[config.mk]
export PLATFORM = sky130hd
export DESIGN_NAME = ascon_stream_wrapper_128a
export DESIGN_NICKNAME = d
export VERILOG_FILES = /design/src/rtl/ascon_stream_pkg.sv /design/src/rtl/ascon_word_serializer.sv /design/src/rtl/ascon_stream_wrapper_128a.sv
export SDC_FILE = /design/constraint.sdc
export NUM_CORES = 2
export LEC_CHECK = 0
export ABC_AREA = 1
export CORE_AREA = 2 2 325 327
export DETAILED_ROUTE_END_ITERATION = 8
export DIE_AREA = 0 0 327 329
export PLACE_DENSITY = 0.55
export SLEW_MARGIN = 5
export SYNTH_ARGS = -nofsm -noshare
export SYNTH_HDL_FRONTEND = slang
export SYNTH_SLANG_ARGS = --single-unit
[constraint.sdc]
create_clock -name clk -period 5.5 [get_ports clk]
set_input_delay 0.825 -clock clk [delete_from_list [all_inputs] [get_ports clk]]
set_output_delay 0.825 -clock clk [all_outputs]
set_load 0.1 [all_outputs]
[src/rtl/ascon_stream_pkg.sv]
// Shared types and sizing for the Ascon-128a stream wrapper and its serializer.
// Imported by the top and the output serializer.
package ascon_stream_pkg;

  typedef enum logic [1:0] {
    LOAD,
    RUN,
    SEND
  } state_t;

  localparam int IN_WORDS         = 16;
  localparam int OUT_WORDS        = 8;
  localparam int WORD_W           = 32;
  localparam int CORE_LAT_DEFAULT = 27;

endpackage

[src/rtl/ascon_word_serializer.sv]
// Holds a 256-bit result and presents it MSW first as a 32-bit valid/ready stream.
// The word counter wraps to 0 after the last word, ready for the next load.
module ascon_word_serializer
  import ascon_stream_pkg::*;
(
  input  logic                        clk,
  input  logic                        reset,
  input  logic                        load,
  input  logic [OUT_WORDS*WORD_W-1:0] load_data,
  input  logic                        valid,
  input  logic                        ready,
  output logic [WORD_W-1:0]           data,
  output logic                        last,
  output logic                        done
);

  logic [OUT_WORDS*WORD_W-1:0] buffer;
  logic [2:0]                  out_cnt;
  logic [7:0]                  rd_base;

  // Word 0 lives in the top bits, so the slice base is (7 - out_cnt) * 32.
  assign rd_base = {~out_cnt, 5'd0};
  assign data    = buffer[rd_base +: WORD_W];
  assign last    = valid && (out_cnt == 3'(OUT_WORDS - 1));
  assign done    = valid && ready && last;

  always_ff @(posedge clk) begin
    if (!reset) begin
      buffer  <= '0;
      out_cnt <= '0;
    end else begin
      if (load) begin
        buffer <= load_data;
      end
      if (valid && ready) begin
        out_cnt <= out_cnt + 3'd1;
      end
    end
  end

endmodule

[src/rtl/ascon_stream_wrapper_128a.sv]
// Stream front/back end for the Ascon-128a core: loads 16 words, runs the core
// for a fixed number of edges, then streams out ciphertext and tag.
module ascon_stream_wrapper_128a
  import ascon_stream_pkg::*;
#(
  parameter int CORE_LAT = CORE_LAT_DEFAULT
) (
  input  logic          clk,
  input  logic          reset,
  input  logic          s_valid,
  output logic          s_ready,
  input  logic [31:0]   s_data,
  output logic          m_valid,
  input  logic          m_ready,
  output logic [31:0]   m_data,
  output logic          m_last,
  output logic          busy,
  output logic          core_reset,
  output logic [127:0]  core_sk,
  output logic [127:0]  core_n,
  output logic [127:0]  core_a,
  output logic [127:0]  core_p,
  input  logic [127:0]  core_c,
  input  logic [127:0]  core_t
);

  state_t                     state;
  state_t                     state_next;
  logic [3:0]                 in_cnt;
  logic [4:0]                 run_cnt;
  logic [IN_WORDS*WORD_W-1:0] operands;
  logic [8:0]                 wr_base;
  logic                       load_fire;
  logic                       run_done;
  logic                       send_active;
  logic                       send_done;

  // Fire conditions come straight from the state so they never loop through the decode.
  assign load_fire   = (state == LOAD) && s_valid;
  assign run_done    = (state == RUN) && (run_cnt == 5'(CORE_LAT));
  assign send_active = (state == SEND);
  assign wr_base     = {~in_cnt, 5'd0};

  assign core_sk = operands[511:384];
  assign core_n  = operands[383:256];
  assign core_a  = operands[255:128];
  assign core_p  = operands[127:0];

  always_comb begin
    state_next = state;
    s_ready    = 1'b0;
    m_valid    = 1'b0;
    core_reset = 1'b1;
    busy       = 1'b0;
    case (state)
      LOAD: begin
        s_ready = 1'b1;
        if (load_fire && (in_cnt == 4'(IN_WORDS - 1))) begin
          state_next = RUN;
        end
      end
      RUN: begin
        core_reset = 1'b0;
        busy       = 1'b1;
        if (run_done) begin
          state_next = SEND;
        end
      end
      SEND: begin
        m_valid = 1'b1;
        busy    = 1'b1;
        if (send_done) begin
          state_next = LOAD;
        end
      end
      default: state_next = LOAD;
    endcase
  end

  // Operands only move on LOAD handshakes, so they stay fixed for the whole core pass.
  always_ff @(posedge clk) begin
    if (!reset) begin
      state    <= LOAD;
      in_cnt   <= '0;
      run_cnt  <= '0;
      operands <= '0;
    end else begin
      state <= state_next;
      if (load_fire) begin
        operands[wr_base +: WORD_W] <= s_data;
        in_cnt                      <= in_cnt + 4'd1;
      end
      run_cnt <= ((state == RUN) && !run_done) ? run_cnt + 5'd1 : 5'd0;
    end
  end

  ascon_word_serializer u_serializer (
    .clk       (clk),
    .reset     (reset),
    .load      (run_done),
    .load_data ({core_c, core_t}),
    .valid     (send_active),
    .ready     (m_ready),
    .data      (m_data),
    .last      (m_last),
    .done      (send_done)
  );

endmodule

==> qor.txt <==
CP delay by family, top -> buffers and inverters
Total GRT Usage -> 0.277
Final setup fails -> 0
Slowest stage cell, crit path -> clkinv_2
Final WL -> 156,000 um
Final min period -> 5100 ps
Fin. Hold Viols -> 0
WL/cell -> 22.9 um
Share of cells above drive strength 1 -> 0.0532
Final ANT Viol Nets -> 0
Pwr per Cell Area -> 310 nW/um^2
Finished Layout Cells -> 6,788
Min-delay src -> run_cnt[0]
Worst Path Max Fanout -> 61
Worst EP arrival -> 4280 ps
Peak supply drop -> 0.209 mV
Post-synthesis cell type count -> 31
Crit. End Element -> primary output
Post-synth top cells -> nand2_1, dfxtp_1, nor2_1
Final clock skew -> 25.3 ps
Core area -> 104,000 um^2
Buffers and inverters on the worst path -> 3
RSZ-0062 raised after global routing -> false
Max Fclk -> 196 MHz
Clock sinks -> 782
Crit Path Category -> flip-flop to primary output
CTS tree -> done
Detailed-route via count -> 33,633
Ports -> 841
Post-synth top area share -> 0.479
Max cap viols -> 0
Die Area -> 108,000 um^2
Final worst-path cycle share -> 0.927
Slew Limit Fails -> 0
Fillers -> 10,894
Data required time of the worst path -> 4680 ps
Mean Syn Cell Area -> 6.98 um^2
Post-Syn Nets -> 4,988
Setup bufs post-CTS -> 0
Setup_tns -> 0 ps
PostCTS Resize Cnt -> 0
Leak -> 0.0165 uW
Cell count after synthesis -> 4,686
Hold Crit Endpoint -> run_cnt[0]
Startpoint Class -> flip-flop
CTS buffer count -> 93
Syn-to-layout area delta -> 37.4%
Clock slew at reported path FFs -> 60 ps
DRC violations left -> 0
Synth area leaders -> dfxtp_1, nand2_1, a21oi_1
Yosys top cell by area -> dfxtp_1
Main flop type after synthesis -> dfxtp_1
Status -> finished, final reports clean
DP Worst Slack -> 1070 ps
Iteration-0 DRC Markers -> 2,729
Final RePlAce weighted congestion -> 0.888
Nets -> 5,609
Number of enable flip-flop cells after synthesis -> 0
Crit-path cells -> clkinv_2 -> buf_4 -> o21ai_0 -> nand2_1 -> o21a_1 -> buf_4
Clock tree buffer depth -> 3
H-tree levels -> 3
Pwr Total -> 13,900 uW
First-pass GRT wire length -> 220,000 um
Vias in the first global route -> 31,301
Cell Area, Synth -> 32,700 um^2
Hold depth -> 1
Die Height -> 329 um
Initial antenna violation count -> 24
Critical path's most frequent cell -> buf_4
DP HPWL -> 110,000 um
# hold bufs at CTS -> 0
Rows -> 119
Root buf cell -> clkbuf_16
Worst slew margin -> 0.202
Worst hold path class -> flip-flop to flip-flop
Reg-to-Reg Start -> in_cnt[0]
Async S/R FF share, synth -> 0
Worst slew pin tran -> 1190 ps
Worst Setup Slack, final -> 399 ps
FF-to-FF setup slack -> 1820 ps
CP max stage delay -> 850 ps
Largest net degree at the start of global routing -> 176
Vias/cell -> 4.95
Total congestion overflow -> 0
Initial Util -> 0.313
Worst reg-to-reg path cell count -> 11
Most numerous cell in the Yosys netlist -> nand2_1
Die width -> 327 um
Skew-Pair Late Insertion Delay -> 670 ps
Number of port buffers -> 840
Seq/Total Area, Yosys -> 0.479
Post-Place Cells -> 6,603
YS warnings -> 0
DRT Pass-1 Iters -> 6
Critical path depth -> 6
Yosys reg bits -> 782
RR Endpoint -> operands[219]
[cell type report]
type                    instances  area (um^2)  share of cell area
diodes                         19         47.5             0.00106
clock buffers                 142         2800              0.0624
clock inverters                24          314             0.00699
inverters                     332         1260              0.0281
multi-input cells            3203        14300               0.318
flip-flops and latches        782        15700               0.349
well taps                    1391         1740              0.0387
repair buffers                895         8810               0.196
[stage by stage]
stage / hold WS [ps] / utilization / cell area (um^2)
CTS: 451 / 0.430 / 44900
global route: 467 / 0.430 / 44900
floorplan: 418 / - / 32700
global placement: 435 / 0.400 / 41700
detailed placement: 438 / 0.400 / 41700
finish: 448 / 0.430 / 44900
[worst max path at each step]
stage | to | slack (ps) | startpoint
floorplan | m_last | 2650 | state[0]
global placement | m_data[23] | 1100 | u_serializer.out_cnt[0]
detailed placement | m_data[25] | 1070 | u_serializer.out_cnt[0]
CTS | m_data[25] | 330 | u_serializer.out_cnt[0]
global route | m_data[24] | 250 | u_serializer.out_cnt[0]
finish | m_data[25] | 400 | u_serializer.out_cnt[0]
[registers in the layout (all words and copies together), names as in the netlist]
name                  count
in_cnt                    4
operands                512
run_cnt                   5
state                     2
u_serializer.buffer     256
u_serializer.out_cnt      3
[cell usage in the layout (no fill, tap or decap), types with 19 or more instances in the layout]
master / n
o21ai_0: 323
clkbuf_1: 22
a21oi_1: 603
nand3_1: 270
buf_4: 84
o21a_1: 32
nand2_1: 1039
clkbuf_16: 95
inv_1: 320
clkdlybuf4s50_1: 804
clkbuf_8: 25
nand4_1: 73
dfxtp_1: 779
diode_2: 19
nor3_1: 54
nor2_1: 746
[kinds of logic after synthesis]
kind of cell | count (synthesis) | synth area share
compound gates | 959 | 0.149
xor+xnor | 2 | 0.000536
fa+ha+maj | 10 | 0.00383
buf+inv | 701 | 0.0869
flops | 782 | 0.479
simple gates | 2232 | 0.281
[routing by layer]
layer / up-vias / GRT usage / wire length (um)
li1: 16291 / - / -
met4: 8 / 0.130 / 7080
met5: - / 0 / 54
met2: 1293 / 0.455 / 72900
met1: 15786 / 0.346 / 64800
met3: 255 / 0.0590 / 10900
[report_power, final]
group          total, uW  switching, uW  internal [uW]
combinational       1800           1340            461
clock               6360           2580           3780
sequential          5770           42.6           5730
Note: power is estimated with default switching activity, not from simulation.
